File: config.mk
export PLATFORM = sky130hd
export DESIGN_NAME = draw_scheduler_flat
export DESIGN_NICKNAME = d
export VERILOG_FILES = /design/src/rtl/draw_scheduler_pkg.sv /design/src/rtl/draw_scheduler_if.sv /design/src/rtl/draw_scheduler_rr_arbiter.sv /design/src/rtl/draw_scheduler.sv /design/src/flat_wrapper.sv
export SDC_FILE = /design/constraint.sdc
export NUM_CORES = 1
export LEC_CHECK = 0
export CAP_MARGIN = 20
export CELL_PAD_IN_SITES_DETAIL_PLACEMENT = 1
export CELL_PAD_IN_SITES_GLOBAL_PLACEMENT = 2
export CORE_MARGIN = 5
export CORE_UTILIZATION = 32
export CTS_BUF_LIST = sky130_fd_sc_hd__clkbuf_2 sky130_fd_sc_hd__clkbuf_4 sky130_fd_sc_hd__clkbuf_8
export CTS_CLUSTER_SIZE = 8
export DETAILED_ROUTE_END_ITERATION = 10
export GPL_TIMING_DRIVEN = 0
export PLACE_DENSITY = 0.87
export SLEW_MARGIN = 20
export SYNTH_ARGS = -nofsm -noshare
export SYNTH_HDL_FRONTEND = slang
export SYNTH_SLANG_ARGS = --single-unit
File: constraint.sdc
create_clock -name clock -period 8.05 [get_ports clock]
set_input_delay 2.415 -clock clock [delete_from_list [all_inputs] [get_ports clock]]
set_output_delay 2.415 -clock clock [all_outputs]
set_load 0.01 [all_outputs]
File: src/rtl/draw_scheduler_pkg.sv
// Shared screen geometry, colour codes and FSM encoding for the per-frame draw scheduler.
package draw_scheduler_pkg;

   localparam int SCREEN_W    = 640;
   localparam int SCREEN_H    = 480;
   localparam int FB_PIXELS   = SCREEN_W * SCREEN_H;
   localparam int FB_MIN_ADDR = 5 * SCREEN_W;

   localparam logic [2:0] COLOR_BLACK = 3'b000;
   localparam logic [2:0] COLOR_BLUE  = 3'b001;
   localparam logic [2:0] COLOR_GREEN = 3'b010;
   localparam logic [2:0] COLOR_RED   = 3'b100;
   localparam logic [2:0] COLOR_WHITE = 3'b111;

   typedef enum logic [2:0] {
      S_IDLE   = 3'd0,
      S_CLEAR  = 3'd1,
      S_ARB    = 3'd2,
      S_LAUNCH = 3'd3,
      S_WAIT   = 3'd4,
      S_DONE   = 3'd5
   } schedState_t;

   function automatic int idxWidth(input int n);
      return (n > 1) ? $clog2(n) : 1;
   endfunction

endpackage

File: src/rtl/draw_scheduler_if.sv
// Bundle of requester, drawer, framebuffer and status signals around the draw scheduler.
interface draw_scheduler_if #(
   parameter int NUM_REQ = 4,
   parameter int ADDR_W  = 19,
   parameter int COLOR_W = 3
);
   logic                       frame_start;
   logic [NUM_REQ-1:0]         req;
   logic [NUM_REQ*ADDR_W-1:0]  req_addr;
   logic [NUM_REQ*COLOR_W-1:0] req_color;
   logic [NUM_REQ-1:0]         grant;
   logic                       draw_start;
   logic [ADDR_W-1:0]          draw_addr;
   logic [COLOR_W-1:0]         draw_color;
   logic                       draw_done;
   logic [ADDR_W-1:0]          drw_waddr;
   logic                       drw_wenable;
   logic [ADDR_W-1:0]          mem_waddr;
   logic [COLOR_W-1:0]         mem_wdata;
   logic                       mem_wenable;
   logic                       frame_busy;
   logic                       frame_done;
   logic                       err_overrun;
   logic                       err_bounds;
   logic                       err_timeout;

   // The scheduler side owns grants, the drawer launch and the framebuffer port
   modport master (
      input  frame_start, req, req_addr, req_color, draw_done, drw_waddr, drw_wenable,
      output grant, draw_start, draw_addr, draw_color, mem_waddr, mem_wdata, mem_wenable,
      output frame_busy, frame_done, err_overrun, err_bounds, err_timeout
   );

   modport slave (
      output frame_start, req, req_addr, req_color, draw_done, drw_waddr, drw_wenable,
      input  grant, draw_start, draw_addr, draw_color, mem_waddr, mem_wdata, mem_wenable,
      input  frame_busy, frame_done, err_overrun, err_bounds, err_timeout
   );

endinterface

File: src/rtl/draw_scheduler_rr_arbiter.sv
// Combinational round-robin picker; the last-grant pointer lives in the scheduler.
module rr_arbiter
   import draw_scheduler_pkg::*;
#(
   parameter int NUM_REQ = 4,
   parameter int IDX_W   = idxWidth(NUM_REQ)
)(
   input  logic [NUM_REQ-1:0] i_pending,
   input  logic [IDX_W-1:0]   i_lastGrant,
   output logic [NUM_REQ-1:0] o_pick,
   output logic [IDX_W-1:0]   o_pickIdx
);

   // Scan starts just past the previous winner so every requester gets a turn
   always_comb begin : scan
      logic             found;
      logic [IDX_W-1:0] cand;
      found     = 1'b0;
      cand      = '0;
      o_pick    = '0;
      o_pickIdx = '0;
      for (int k = 1; k <= NUM_REQ; k++) begin
         cand = IDX_W'((int'(i_lastGrant) + k) % NUM_REQ);
         if (!found && i_pending[cand]) begin
            found        = 1'b1;
            o_pick[cand] = 1'b1;
            o_pickIdx    = cand;
         end
      end
   end

endmodule

File: src/rtl/draw_scheduler.sv
// Per-frame sequencer: optional framebuffer clear, round-robin sprite launches, and sole
// ownership of the framebuffer write port.
module draw_scheduler
   import draw_scheduler_pkg::*;
#(
   parameter int                 NUM_REQ   = 4,
   parameter int                 ADDR_W    = 19,
   parameter int                 COLOR_W   = 3,
   parameter int                 SCREEN_PX = FB_PIXELS,
   parameter int                 MIN_ADDR  = FB_MIN_ADDR,
   parameter logic [COLOR_W-1:0] BG_COLOR  = COLOR_W'(COLOR_BLACK),
   parameter bit                 CLEAR_EN  = 1'b1,
   parameter int                 WATCHDOG  = 1024
)(
   input  logic          clock,
   input  logic          resetn,
   draw_scheduler_if.master bus
);

   localparam int IDX_W = idxWidth(NUM_REQ);
   localparam int WD_W  = $clog2(WATCHDOG + 1);

   localparam logic [ADDR_W-1:0] L_MIN      = ADDR_W'(MIN_ADDR);
   localparam logic [ADDR_W-1:0] L_LIMIT    = ADDR_W'(SCREEN_PX);
   localparam logic [ADDR_W-1:0] L_CLR_LAST = ADDR_W'(SCREEN_PX - 1);
   localparam logic [WD_W-1:0]   L_WD_LAST  = WD_W'(WATCHDOG - 1);
   localparam logic [IDX_W-1:0]  L_LAST_REQ = IDX_W'(NUM_REQ - 1);

   schedState_t        r_state;
   logic [NUM_REQ-1:0] r_pending;
   logic [IDX_W-1:0]   r_lastGrant;
   logic [ADDR_W-1:0]  r_clrAddr;
   logic [WD_W-1:0]    r_waitCnt;
   logic [NUM_REQ-1:0] r_grant;
   logic               r_drawStart;
   logic [ADDR_W-1:0]  r_drawAddr;
   logic [COLOR_W-1:0] r_drawColor;
   logic               r_frameBusy;
   logic               r_frameDone;
   logic               r_errOverrun;
   logic               r_errBounds;
   logic               r_errTimeout;
   logic [ADDR_W-1:0]  r_memWaddr;
   logic [COLOR_W-1:0] r_memWdata;
   logic               r_memWen;

   logic [NUM_REQ-1:0] w_pick;
   logic [IDX_W-1:0]   w_pickIdx;
   logic [ADDR_W-1:0]  w_selAddr;
   logic [COLOR_W-1:0] w_selColor;
   logic               w_outOfRange;

   rr_arbiter #(
      .NUM_REQ (NUM_REQ),
      .IDX_W   (IDX_W)
   ) u_arbiter (
      .i_pending   (r_pending),
      .i_lastGrant (r_lastGrant),
      .o_pick      (w_pick),
      .o_pickIdx   (w_pickIdx)
   );

   assign w_selAddr    = bus.req_addr[int'(w_pickIdx)*ADDR_W +: ADDR_W];
   assign w_selColor   = bus.req_color[int'(w_pickIdx)*COLOR_W +: COLOR_W];
   assign w_outOfRange = (w_selAddr < L_MIN) || (w_selAddr >= L_LIMIT);

   // Frame sequencer; the anchor floor keeps the drawer's upward row offsets from wrapping
   always_ff @(posedge clock or negedge resetn) begin
      if (!resetn) begin
         r_state      <= S_IDLE;
         r_pending    <= '0;
         r_lastGrant  <= L_LAST_REQ;
         r_clrAddr    <= '0;
         r_waitCnt    <= '0;
         r_grant      <= '0;
         r_drawStart  <= 1'b0;
         r_drawAddr   <= '0;
         r_drawColor  <= '0;
         r_frameBusy  <= 1'b0;
         r_frameDone  <= 1'b0;
         r_errOverrun <= 1'b0;
         r_errBounds  <= 1'b0;
         r_errTimeout <= 1'b0;
      end else begin
         r_grant     <= '0;
         r_drawStart <= 1'b0;
         r_frameDone <= 1'b0;
         if (bus.frame_start && (r_state != S_IDLE)) r_errOverrun <= 1'b1;
         case (r_state)
            S_IDLE: begin
               if (bus.frame_start) begin
                  r_pending   <= bus.req;
                  r_clrAddr   <= '0;
                  r_frameBusy <= 1'b1;
                  r_state     <= CLEAR_EN ? S_CLEAR : S_ARB;
               end
            end
            S_CLEAR: begin
               if (r_clrAddr == L_CLR_LAST) r_state <= S_ARB;
               else                         r_clrAddr <= r_clrAddr + 1'b1;
            end
            S_ARB: begin
               if (r_pending == '0) begin
                  r_frameDone <= 1'b1;
                  r_state     <= S_DONE;
               end else begin
                  r_pending   <= r_pending & ~w_pick;
                  r_lastGrant <= w_pickIdx;
                  if (w_outOfRange) begin
                     r_errBounds <= 1'b1;
                  end else begin
                     r_drawAddr  <= w_selAddr;
                     r_drawColor <= w_selColor;
                     r_grant     <= w_pick;
                     r_drawStart <= 1'b1;
                     r_state     <= S_LAUNCH;
                  end
               end
            end
            S_LAUNCH: begin
               r_waitCnt <= '0;
               r_state   <= S_WAIT;
            end
            S_WAIT: begin
               // draw_done is stale from the previous sprite on the first WAIT cycle
               if ((r_waitCnt != '0) && bus.draw_done) begin
                  r_state <= S_ARB;
               end else if (r_waitCnt == L_WD_LAST) begin
                  r_errTimeout <= 1'b1;
                  r_state      <= S_ARB;
               end else begin
                  r_waitCnt <= r_waitCnt + 1'b1;
               end
            end
            S_DONE: begin
               r_frameBusy <= 1'b0;
               r_state     <= S_IDLE;
            end
            default: r_state <= S_IDLE;
         endcase
      end
   end

   // Registered write mux; the drawer keeps wenable high after finishing, so only LAUNCH/WAIT pass it
   always_ff @(posedge clock or negedge resetn) begin
      if (!resetn) begin
         r_memWaddr <= '0;
         r_memWdata <= '0;
         r_memWen   <= 1'b0;
      end else begin
         case (r_state)
            S_CLEAR: begin
               r_memWaddr <= r_clrAddr;
               r_memWdata <= BG_COLOR;
               r_memWen   <= 1'b1;
            end
            S_LAUNCH, S_WAIT: begin
               r_memWaddr <= bus.drw_waddr;
               r_memWdata <= r_drawColor;
               r_memWen   <= bus.drw_wenable;
            end
            default: begin
               r_memWaddr <= '0;
               r_memWdata <= '0;
               r_memWen   <= 1'b0;
            end
         endcase
      end
   end

   assign bus.grant       = r_grant;
   assign bus.draw_start  = r_drawStart;
   assign bus.draw_addr   = r_drawAddr;
   assign bus.draw_color  = r_drawColor;
   assign bus.mem_waddr   = r_memWaddr;
   assign bus.mem_wdata   = r_memWdata;
   assign bus.mem_wenable = r_memWen;
   assign bus.frame_busy  = r_frameBusy;
   assign bus.frame_done  = r_frameDone;
   assign bus.err_overrun = r_errOverrun;
   assign bus.err_bounds  = r_errBounds;
   assign bus.err_timeout = r_errTimeout;

endmodule
File: src/flat_wrapper.sv
// flat-port wrapper written by rule: the top's interface ports become plain ports
module draw_scheduler_flat import draw_scheduler_pkg::*;
#(
   parameter int                 NUM_REQ   = 4,
   parameter int                 ADDR_W    = 19,
   parameter int                 COLOR_W   = 3,
   parameter int                 SCREEN_PX = FB_PIXELS,
   parameter int                 MIN_ADDR  = FB_MIN_ADDR,
   parameter logic [COLOR_W-1:0] BG_COLOR  = COLOR_W'(COLOR_BLACK),
   parameter bit                 CLEAR_EN  = 1'b1,
   parameter int                 WATCHDOG  = 1024
)
  (clock, resetn, bus_frame_start, bus_req, bus_req_addr, bus_req_color, bus_draw_done, bus_drw_waddr, bus_drw_wenable, bus_grant, bus_draw_start, bus_draw_addr, bus_draw_color, bus_mem_waddr, bus_mem_wdata, bus_mem_wenable, bus_frame_busy, bus_frame_done, bus_err_overrun, bus_err_bounds, bus_err_timeout);
  draw_scheduler_if #(.NUM_REQ(NUM_REQ), .ADDR_W(ADDR_W), .COLOR_W(COLOR_W)) bus_i ();
  input  logic clock;
  input  logic resetn;
  input wire logic [$bits(bus_i.frame_start)-1:0] bus_frame_start;
  input wire logic [$bits(bus_i.req)-1:0] bus_req;
  input wire logic [$bits(bus_i.req_addr)-1:0] bus_req_addr;
  input wire logic [$bits(bus_i.req_color)-1:0] bus_req_color;
  input wire logic [$bits(bus_i.draw_done)-1:0] bus_draw_done;
  input wire logic [$bits(bus_i.drw_waddr)-1:0] bus_drw_waddr;
  input wire logic [$bits(bus_i.drw_wenable)-1:0] bus_drw_wenable;
  output wire logic [$bits(bus_i.grant)-1:0] bus_grant;
  output wire logic [$bits(bus_i.draw_start)-1:0] bus_draw_start;
  output wire logic [$bits(bus_i.draw_addr)-1:0] bus_draw_addr;
  output wire logic [$bits(bus_i.draw_color)-1:0] bus_draw_color;
  output wire logic [$bits(bus_i.mem_waddr)-1:0] bus_mem_waddr;
  output wire logic [$bits(bus_i.mem_wdata)-1:0] bus_mem_wdata;
  output wire logic [$bits(bus_i.mem_wenable)-1:0] bus_mem_wenable;
  output wire logic [$bits(bus_i.frame_busy)-1:0] bus_frame_busy;
  output wire logic [$bits(bus_i.frame_done)-1:0] bus_frame_done;
  output wire logic [$bits(bus_i.err_overrun)-1:0] bus_err_overrun;
  output wire logic [$bits(bus_i.err_bounds)-1:0] bus_err_bounds;
  output wire logic [$bits(bus_i.err_timeout)-1:0] bus_err_timeout;
  assign bus_i.frame_start = bus_frame_start;
  assign bus_i.req = bus_req;
  assign bus_i.req_addr = bus_req_addr;
  assign bus_i.req_color = bus_req_color;
  assign bus_i.draw_done = bus_draw_done;
  assign bus_i.drw_waddr = bus_drw_waddr;
  assign bus_i.drw_wenable = bus_drw_wenable;
  assign bus_grant = bus_i.grant;
  assign bus_draw_start = bus_i.draw_start;
  assign bus_draw_addr = bus_i.draw_addr;
  assign bus_draw_color = bus_i.draw_color;
  assign bus_mem_waddr = bus_i.mem_waddr;
  assign bus_mem_wdata = bus_i.mem_wdata;
  assign bus_mem_wenable = bus_i.mem_wenable;
  assign bus_frame_busy = bus_i.frame_busy;
  assign bus_frame_done = bus_i.frame_done;
  assign bus_err_overrun = bus_i.err_overrun;
  assign bus_err_bounds = bus_i.err_bounds;
  assign bus_err_timeout = bus_i.err_timeout;
  draw_scheduler #(.NUM_REQ(NUM_REQ), .ADDR_W(ADDR_W), .COLOR_W(COLOR_W), .SCREEN_PX(SCREEN_PX), .MIN_ADDR(MIN_ADDR), .BG_COLOR(BG_COLOR), .CLEAR_EN(CLEAR_EN), .WATCHDOG(WATCHDOG)) u_core (.clock(clock), .resetn(resetn), .bus(bus_i));
endmodule
==> qor.txt <==
Core Util, Final -> 44.7%
Setup crit start kind -> register
Total wire length -> 20.4 mm
Min Tclk post-route -> 4.98 ns
Antenna-violating nets left -> 0
Initial DRC count -> 245
First-pass GRT wire length -> 31.0 mm
Largest net degree at the start of global routing -> 72
Post-synthesis cell count -> 584
Die Ht -> 144 um
Area delta synth->final -> 38.6%
Status -> finished clean
Vias in the first global route -> 5727
Synth Net Count -> 711
Row cnt -> 49
Layout cells sized above 1 -> 10.4%
Setup TNS -> 0 ns
Grt ovf -> 0
Worst Path Class, Setup -> register to register
CTS Buf Count -> 9
Worst path required time -> 8.33 ns
Post-synth EDFFs -> 0
Max rail drop VDD -> 0.174 mV
Post-layout instance area -> 0.00797 mm2
Resized cells post-CTS -> 0
Top cell type's share of synthesized area -> 40.0%
Worst slack, placed -> 2.71 ns
Fillcell total -> 2035
Worst-Margin Slew -> 0.910 ns
Type of the tightest min-delay check -> register to register
Area of the die -> 0.0208 mm2
Worst Path Max Fanout -> 13
Initial antenna violation count -> 0
GRT Total Usage -> 19.1%
Clk buf depth -> 2
Max Cap Viol -> 0
Post-synth ARST share -> 100%
Hold_buf cts -> 0
Achievable Freq -> 0.201 GHz
Top cells by area, synth -> dfrtp_1 40%, mux2i_1 5.7%, mux2_4 3.4%, a211oi_1 3.3%, a22o_1 3.2%
Clock root buffer -> clkbuf_8
Synth unique cells -> 68
Core area -> 0.0178 mm2
Synth Warn # -> 0
Commonest non-fill, non-tap cell in the layout -> clkdlybuf4s50_1
GPL Wtd Cong -> 0.869
Final Hold Vio Count -> 0
Die W -> 144 um
Footprint of the multi-input gates -> 0.00315 mm2
Initial Utilization -> 32.2%
Dpl cells -> 984
Clock sinks -> 94
Num ports -> 171
DR WL/cell -> 20.4 um
DR vias -> 5411
Post-route setup slack -> 3.07 ns
Slew Limit Fails -> 0
TritonCTS clock tree -> built
H-tree depth -> 3
Worst hold slack -> 0.482 ns
Clk_skew -> 0.0115 ns
DRC errors left -> 0
Port bufs -> 170
HPWL after DPL -> 15.7 mm
Register bit total from synthesis -> 94
Post-synthesis sequential area ratio -> 40.9%
RSZ-0062 raised after global routing -> false
Pwr dens -> 397 mW/mm2
Commonest cells after routing, fill and taps aside -> 169 x clkdlybuf4s50_1, 92 x dfrtp_1, 47 x nor2_1, 39 x nand2_1
Antenna fix cells -> 0
Register area -> 0.00235 mm2
Crit. End Element -> register
Slew headroom -> 38.8%
Ys flop type -> dfrtp_1
Period utilisation layout -> 61.9%
Area of placed instances -> 0.00777 mm2
Vias per cell -> 5.41
Worst-Skew Late Latency -> 0.39 ns
Final nets -> 893
Syn avg cell area -> 9.85 um2
Cell Count, Final, Fillers Out -> 1000
# setup viols final -> 0
Power, Total -> 3.17 mW
Leak pwr -> 3.36 nW
Cell taking the most area after synthesis -> dfrtp_1
Clock-pin slew on the worst setup and hold paths -> 0.11 ns
Post-Syn Area -> 0.00575 mm2
Data arrival time of the worst path -> 5.26 ns
Drt pass-1 iters -> 4
Post-CTS setup buffers -> 0
-- per-layer routing --
metal | up-vias | global-route usage [%] | part of all wire, %
li1 | 2526 | - | -
met3 | 24 | 4.13 | 5.4
met1 | 2717 | 24.4 | 43
met5 | - | 0 | 0
met4 | 0 | 4.41 | 1.6
met2 | 144 | 33.0 | 50
-- power breakdown --
part / switching, mW / internal [mW] / leakage, nW / total, mW
Clock: 0.201 / 0.122 / 0.0979 / 0.323
Sequential: 0.0950 / 0.610 / 1.22 / 0.705
Combinational: 1.22 / 0.922 / 2.04 / 2.14
Total: 1.51 / 1.65 / 3.36 / 3.17
-- cell families after synthesis --
group	after synthesis	synth area share (%)
adders and majority gates	11	2.39
DFF	94	40.9
AOI/OAI and AO/OA	154	19.0
and+or+nand+nor	197	18.0
muxes	59	12.5
xor gates and xnor gates	20	3.05
buffers and inverters	49	4.20
-- worst max-delay path, cell delays in order, from the launching register on --
cell      delay [ns]
dfstp_2         0.65
buf_4           0.22
inv_1           0.12
clkbuf_1        0.33
ha_1            0.50
mux4_2          0.64
buf_2           0.24
clkbuf_1        0.25
a221oi_1        0.42
nand4_1         0.18
o211ai_2        0.13
a41oi_2         0.22
o21ai_4         0.43
buf_8           0.22
mux2_4          0.31
-- final timing paths --
kind | startpoint | endpoint | slack [ns] | depth (start not counted)
max | u_core.r_lastGrant[0] | u_core.bus.draw_addr[5] | 3.07 | 14
min | u_core.bus.err_bounds | u_core.bus.err_bounds | 0.48 | 1
max reg2reg | u_core.r_lastGrant[0] | u_core.bus.draw_addr[5] | 3.07 | 14
min reg2reg | u_core.bus.err_bounds | u_core.bus.err_bounds | 0.48 | 1
max in group asynchronous | resetn | u_core.r_lastGrant[1] | 5.50 | 2
min in group asynchronous | resetn | u_core.bus.draw_addr[0] | 1.88 | 1
-- Yosys cell counts (all sizes together) (5+ instances only) --
library cell,instances
buf,16
nand2,39
and3,5
ha,11
mux2,22
or4,6
o221ai,6
or2,8
nor2,48
a21oi,32
a22o,21
nor3,13
a211oi,26
clkbuf,18
and2,10
inv,15
a22oi,5
xor2,16
a221oi,6
nand3,15
o21ai,35
dfrtp,92
mux2i,33
nand4,11
or3,5
nor4,5
nor2b,20
-- layout make-up --
class,instances,share of cell area (%)
plain buffers,34,2.32
flip-flops and latches,94,29.5
multi-input cells,441,39.6
repair buffers,171,21.7
clock inverters,7,0.973
clock buffers,9,1.55
well taps,229,3.60
inverters,15,0.707
-- sequential cells by signal, indices dropped and copies added (netlist names), 2 cells and up --
| signal | flops |
|---|---|
| u_core.r_pending | 4 |
| u_core.bus.grant | 4 |
| u_core.r_waitCnt | 11 |
| u_core.r_lastGrant | 2 |
| u_core.bus.draw_color | 3 |
| u_core.bus.draw_addr | 19 |
| u_core.bus.mem_wdata | 3 |
| u_core.bus.mem_waddr | 19 |
| u_core.r_clrAddr | 19 |
| u_core.r_state | 3 |
(Power assumes the default switching activity.)
